--- src/rtl/execute_stage_pkg.sv ---
// Shared constants and the EX/MEM bundle
// for the RV32I execute stage.
package execute_stage_pkg;

  localparam logic [2:0] ALU_ADD = 3'b000;
  localparam logic [2:0] ALU_SUB = 3'b001;
  localparam logic [2:0] ALU_AND = 3'b010;
  localparam logic [2:0] ALU_OR  = 3'b011;
  localparam logic [2:0] ALU_SLT = 3'b101;

  localparam logic [1:0] FWD_RF = 2'b00;
  localparam logic [1:0] FWD_W  = 2'b01;
  localparam logic [1:0] FWD_M  = 2'b10;

  typedef struct packed {
    logic        reg_write;
    logic        mem_write;
    logic        result_src;
    logic [4:0]  rd;
    logic [31:0] pc_plus4;
    logic [31:0] write_data;
    logic [31:0] alu_result;
  } ex_mem_t;

  // Select 2'b11 falls back to the register file value.
  function automatic logic [31:0] fwd_mux(
    input logic [1:0]  sel,
    input logic [31:0] rf,
    input logic [31:0] w,
    input logic [31:0] m
  );
    logic [31:0] r;
    r = rf;
    case (sel)
      FWD_W:   r = w;
      FWD_M:   r = m;
      default: r = rf;
    endcase
    return r;
  endfunction

endpackage

--- src/rtl/execute_stage_alu.sv ---
// Combinational 32-bit ALU for the execute stage.
// Unused opcodes yield zero.
module alu
  import execute_stage_pkg::*;
(
  input  logic [31:0] A,
  input  logic [31:0] B,
  input  logic [2:0]  ALUControl,
  output logic [31:0] Result,
  output logic        Zero
);

  logic lt;

  assign lt = $signed(A) < $signed(B);

  always_comb begin
    Result = '0;
    case (ALUControl)
      ALU_ADD: Result = A + B;
      ALU_SUB: Result = A - B;
      ALU_AND: Result = A & B;
      ALU_OR:  Result = A | B;
      ALU_SLT: Result = {31'b0, lt};
      default: Result = '0;
    endcase
  end

  assign Zero = (Result == '0);

endmodule

--- src/rtl/execute_stage.sv ---
// RV32I execute stage: forwarding, ALU, beq
// resolution and the EX/MEM pipeline register.
module execute_stage
  import execute_stage_pkg::*;
(
  input  logic        clk,
  input  logic        rst,
  input  logic        RegWriteE,
  input  logic        ALUSrcE,
  input  logic        MemWriteE,
  input  logic        ResultSrcE,
  input  logic        BranchE,
  input  logic [2:0]  ALUControlE,
  input  logic [31:0] RD1_E,
  input  logic [31:0] RD2_E,
  input  logic [31:0] Imm_Ext_E,
  input  logic [4:0]  RD_E,
  input  logic [31:0] PCE,
  input  logic [31:0] PCPlus4E,
  input  logic [1:0]  ForwardAE,
  input  logic [1:0]  ForwardBE,
  input  logic [31:0] ResultW,
  output logic        PCSrcE,
  output logic [31:0] PCTargetE,
  output logic        RegWriteM,
  output logic        MemWriteM,
  output logic        ResultSrcM,
  output logic [4:0]  RD_M,
  output logic [31:0] PCPlus4M,
  output logic [31:0] WriteDataM,
  output logic [31:0] ALU_ResultM
);

  ex_mem_t     ex_mem_d;
  ex_mem_t     ex_mem_q;
  logic [31:0] src_a;
  logic [31:0] src_b;
  logic [31:0] wdata;
  logic [31:0] alu_res;
  logic        zero;

  always_comb begin
    src_a = fwd_mux(ForwardAE, RD1_E,
                    ResultW, ex_mem_q.alu_result);
    wdata = fwd_mux(ForwardBE, RD2_E,
                    ResultW, ex_mem_q.alu_result);
    src_b = ALUSrcE ? Imm_Ext_E : wdata;
  end

  alu u_alu (
    .A          (src_a),
    .B          (src_b),
    .ALUControl (ALUControlE),
    .Result     (alu_res),
    .Zero       (zero)
  );

  assign PCSrcE    = BranchE & zero;
  assign PCTargetE = PCE + Imm_Ext_E;

  always_comb begin
    ex_mem_d            = '0;
    ex_mem_d.reg_write  = RegWriteE;
    ex_mem_d.mem_write  = MemWriteE;
    ex_mem_d.result_src = ResultSrcE;
    ex_mem_d.rd         = RD_E;
    ex_mem_d.pc_plus4   = PCPlus4E;
    ex_mem_d.write_data = wdata;
    ex_mem_d.alu_result = alu_res;
  end

  always_ff @(posedge clk or negedge rst) begin
    if (!rst) ex_mem_q <= '0;
    else      ex_mem_q <= ex_mem_d;
  end

  assign RegWriteM   = ex_mem_q.reg_write;
  assign MemWriteM   = ex_mem_q.mem_write;
  assign ResultSrcM  = ex_mem_q.result_src;
  assign RD_M        = ex_mem_q.rd;
  assign PCPlus4M    = ex_mem_q.pc_plus4;
  assign WriteDataM  = ex_mem_q.write_data;
  assign ALU_ResultM = ex_mem_q.alu_result;

endmodule

--- config.mk ---
export PLATFORM = sky130hd
export DESIGN_NAME = execute_stage
export DESIGN_NICKNAME = d
export VERILOG_FILES = /design/src/rtl/execute_stage_pkg.sv /design/src/rtl/execute_stage_alu.sv /design/src/rtl/execute_stage.sv
export SDC_FILE = /design/constraint.sdc
export NUM_CORES = 1
export LEC_CHECK = 0
export ABC_AREA = 1
export CAP_MARGIN = 25
export CORE_ASPECT_RATIO = 1.4
export CORE_UTILIZATION = 45
export CTS_BUF_LIST = sky130_fd_sc_hd__clkbuf_8 sky130_fd_sc_hd__clkbuf_16
export DETAILED_ROUTE_END_ITERATION = 6
export HOLD_SLACK_MARGIN = 0.12
export PLACE_DENSITY = 0.79
export SETUP_SLACK_MARGIN = 0.02
export SLEW_MARGIN = 5
export SYNTH_ARGS = -nofsm -noshare
export SYNTH_HDL_FRONTEND = slang
export SYNTH_SLANG_ARGS = --single-unit
--- constraint.sdc ---
create_clock -name clk -period 4.3 [get_ports clk]
set_input_delay 0.645 -clock clk [delete_from_list [all_inputs] [get_ports clk]]
set_output_delay 0.645 -clock clk [all_outputs]
set_load 0.05 [all_outputs]
==> impl_metrics.ini, run 1 <==
[clock_tree]
clock_path_buffers = 2
cts-root-buf = clkbuf_16
cts.sink_count = 104
htreeDepth = 3
cts_made_buffers = 9

[placement]
portBuffers = 347
post-dp-hpwl_mm = 54.4
place_area_um2 = 19600
gp_congestion = 1.07

[synthesis]
synthesis.nets = 2301
synth_area_leader_cell = dfrtp_1
avgSynthCellArea_um2 = 6.38
synth_warnings = 0
ys_ff_latch = 104
synth_flop_cell = dfrtp_1
ys_top_cells_by_area = dfrtp_1 21%, nand2_1 15%, ha_1 15%
synth_seq_area_share_pct = 21.0
syn_area_um2 = 12400
synthArstFlopShare_pct = 100
synth.distinct_cells = 44
synth_edf_count = 0
synthCells = 1943
synth_top_area_share_pct = 21.0

[floorplanning]
die_w_um = 142
start_util_pct = 45.9
die_h_um = 198
io_pins = 348
rows = 71

[global_route]
grt-ovfl-total = 66
grt_use_total_pct = 81.0
grt_antenna_before_repair = 31
grt_max_degree = 76

[timing]
worst-ep-kind = top-level output
worstEndpointGrtRepair = PCSrcE

[outcome]
status = aborted with a tool error
stop_error = [ERROR GRT-0232] Routing congestion too high. Check the congestion heatmap in the GUI.
haltStage = global routing (5_1_grt)
-- through the flow --
stage | hold slack (ps) | instances | worst slack, ps
after CTS | 484 | 3106 | -447
after detailed placement | 669 | 3032 | -1440
after global placement | 660 | 3032 | -1400
after floorplan | 349 | 1943 | 20.1
-- cell usage after synthesis, types with 2 or more instances --
library cell	n
a21oi_1	95
a221o_1	60
and2_1	3
nor3_2	2
xor2_1	23
dfrtp_1	104
xnor2_1	9
o21ai_0	114
nor2_2	14
o22ai_1	19
nor3_1	14
a31oi_1	3
a221oi_1	2
o21ai_1	30
o21bai_1	18
a21oi_2	10
nand2_2	14
buf_6	5
or2_2	2
nand2_1	488
fa_1	3
inv_2	10
nand3b_1	6
buf_1	2
nor2_1	171
ha_1	144
inv_1	347
nand3_1	125
a21o_1	5
nand3_2	8
nor4_1	3
buf_2	11
clkbuf_1	34
nand4_1	24
buf_4	8
o21ai_2	2
o21a_1	3
o211ai_1	2
-- what timing repair did --
item / CTS
setup buffers: 56
gates cloned: 2
pin swaps: 85
endpoints found under the hold margin: 0
gates resized for setup: 357
hold buffers: 0
setup endpoints to repair: 11
-- layer usage --
layer / GRT usage, % / GRT overflow
met5: 49.5 / 1
met1: 78.6 / 10
met2: 94.7 / 25
met4: 76.7 / 26
met3: 73.5 / 4
-- cells by family after synthesis --
logic type | share of synthesized area [%]
compound gates | 18.6
xor+xnor | 2.26
fa+ha+maj | 15.0
buf+inv | 13.3
flops | 21.0
simple gates | 29.8
==> run 2, diff against run 1 <==
CORE_ASPECT_RATIO = default   (was 1.4)
CORE_UTILIZATION = 40   (was 45)
CTS_BUF_LIST = default   (was sky130_fd_sc_hd__clkbuf_8 sky130_fd_sc_hd__clkbuf_16)
HOLD_SLACK_MARGIN = default   (was 0.12)
PLACE_DENSITY = default   (was 0.79)
PLACE_DENSITY_LB_ADDON = 0.15   (was default)
SETUP_SLACK_MARGIN = default   (was 0.02)
clock period = 5.6 ns   (was 4.3 ns; I/O delays follow)
==> run 2 against run 1 <==
Net effect: the flow now finishes without violations; synthesized cell count unchanged; synthesized area stayed put.
==> impl_metrics.ini, run 2 <==
[setup_path]
cp.required_ps = 5860
cp_max_fo = 6
end_kind = flop
rr_worst_depth = 32
worstPathArrival_ps = 5720
r2r_end = ALU_ResultM[6]
path_buf_inv = 24
cpMostUsedCell = buf_4
r2r_start = ALU_ResultM[0]
critPathSlowestCell = a221o_1
crit_path_max_incr_delay_ps = 340
crit_start = ForwardBE[1]
critPathKind = primary input to flop
worstSetupStartpointType = primary input
crit_path_end = ALU_ResultM[6]
critical-path-top-delay-family = buffers and inverters
r2r_slack_ps = 930
crit_cells = 36

[detailed_routing]
route.detailed.drc = 0
vias_per_cell = 5.27
first_pass_iters = 6
wl_per_cell_um = 19.7
drt_iter0_drc = 1327
vias = 16400
final_antenna_net_count = 0
totalWireLength_mm = 61.1

[final_layout]
layout_commonest_cell = nand2_1
nets = 3056
mostFrequentLayoutCells = 447 x nand2_1, 445 x buf_4, 338 x clkdlybuf4s50_1, 329 x inv_1, 123 x nor2_1
drive_gt1_share_pct = 30.1
instances_no_fill = 3105
areaGrowthSynthToFinish_pct = 71.6

[synthesis]
ys_ff_latch = 104
synth_area_leader_cell = dfrtp_1
synth_xor_area_share_pct = 2.26
synthCells = 1943
syn_area_um2 = 12400
synth_flop_cell = dfrtp_1
avgSynthCellArea_um2 = 6.38
synth_compound_area_share_pct = 18.6
synthArstFlopShare_pct = 100
synth_top_family_by_area = simple AND/OR/NAND/NOR gates
synth_fa_ha_area_share_pct = 15.0
ys_top_cells_by_area = dfrtp_1 21%, nand2_1 15%, ha_1 15%
synth.distinct_cells = 44
synth_top_area_share_pct = 21.0
synth_warnings = 0
synthesis.nets = 2301
synth_edf_count = 0
yosys.cell_count.top_type = nand2_1
synth_seq_area_share_pct = 21.0
synthSimpleGateAreaFrac_pct = 29.8
synthMuxAreaShare_pct = 0
synth_common_cells = 488 x nand2_1, 347 x inv_1, 171 x nor2_1

[clock_tree]
insertion_delay_ps = 360
cts.reportedPaths.clkPinSlew_ps = 70
cts_made_buffers = 9
htreeDepth = 3
cts-root-buf = clkbuf_16
clock_path_buffers = 2
cts_tree = yes
cts.sink_count = 104
ctsHoldBuffers = 0

[floorplanning]
die_area_um2 = 31700
core_area_um2 = 30500
die_w_um = 178
die_h_um = 178
io_pins = 348
rows = 64
start_util_pct = 40.7

[timing]
finalCritPeriodShare_pct = 97.6
min_period_ps = 5470
tightest_slew_ps = 813
max_clock_freq_mhz = 183
slew_violations = 0
maxSlewHeadroom_pct = 45.7
skew_ps = 5.05
rsz0062_at_grt = no
setup-violations-final = 0
finalHoldViolCount = 0

[hold_path]
min-delay-path-class = primary input to asynchronous set/reset pin

[global_route]
grt_use_total_pct = 37.2
first_global_vias = 16000
grt_antenna_before_repair = 6
grt-ovfl-total = 0
grt_first_pass_wirelength_mm = 88.7
grt_max_degree = 55

[power]
p_per_area_nw_per_um2 = 266
p_leak_nw = 10.8
power_mw = 5.66
ir_worst_vdd_mv = 0.169

[placement]
gp_congestion = 1.05
post-dp-hpwl_mm = 50.5
place_inst = 3022
portBuffers = 347

[run]
cap_violations = 0

[outcome]
status = finished clean
==> run 2: cell counts after synthesis <==
Identical to the previous run, type by type.
==> run 2: cell type report <==
type | instances | area (um^2)
multi-input combinational | 1422 | 9480
clock inverter | 3 | 42.5
fill | 2617 | 9220
timing repair buffer | 804 | 7060
antenna | 7 | 17.5
clock buffer | 12 | 246
sequential | 104 | 2600
tap | 396 | 495
inverter | 357 | 1340
==> run 2: cells by family (layout without fill, tap and decap cells) <==
group                    after synthesis  count (layout)
adder cells (fa/ha/maj)              147             147
AO/OA/AOI/OAI                        368             368
flip-flops                           104             104
XOR/XNOR                              32              32
other                                  0               7
AND/OR/NAND/NOR                      875             875
buffers and inverters                417            1176
==> run 2: repair_timing <==
item	4_1_cts	5_1_grt
gates resized for setup	192	221
buffers inserted	42	19
endpoints found under the hold margin	0	0
cloned	0	0
pin swaps	46	89
setup endpoints to repair	1	2
==> run 2: layer usage <==
layer	GRT usage, %	part of all wire, %
met1	46.9	41
met2	63.0	48
met3	4.16	7.2
met4	17.8	4.3
met5	0	0
==> run 2: how the worst min path moves through the flow <==
| stage | from | to | slack, ps |
|---|---|---|---|
| detailed placement | ALU_ResultM[31] | WriteDataM[31] | 650 |
| global route | rst | RD_M[0] | 570 |
| finish | rst | RD_M[0] | 520 |
| global placement | ALU_ResultM[31] | WriteDataM[31] | 620 |
| floorplan | rst | ALU_ResultM[0] | 540 |
| CTS | rst | WriteDataM[6] | 540 |
==> run 2: report_power, final <==
group	total, mW	switching, mW	internal (mW)
Sequential	0.900	0.0625	0.837
Combinational	4.12	2.36	1.75
Clock	0.646	0.289	0.356
Total	5.66	2.72	2.95
==> run 2: stage by stage <==
step | TNS [ps] | hold WS, ps | setup slack (ps) | utilization, % | cell area (um^2)
after CTS | 0 | 538 | 0.430 | 67.0 | 20400
after global placement | -659 | 623 | -659 | 62.8 | 19100
after global routing | 0 | 574 | 47.1 | 69.8 | 21300
after detailed placement | -588 | 653 | -588 | 62.8 | 19100
final | 0 | 515 | 135 | 69.8 | 21300
after floorplan | 0 | 544 | 125 | - | 12400
(Power assumes the default switching activity.)
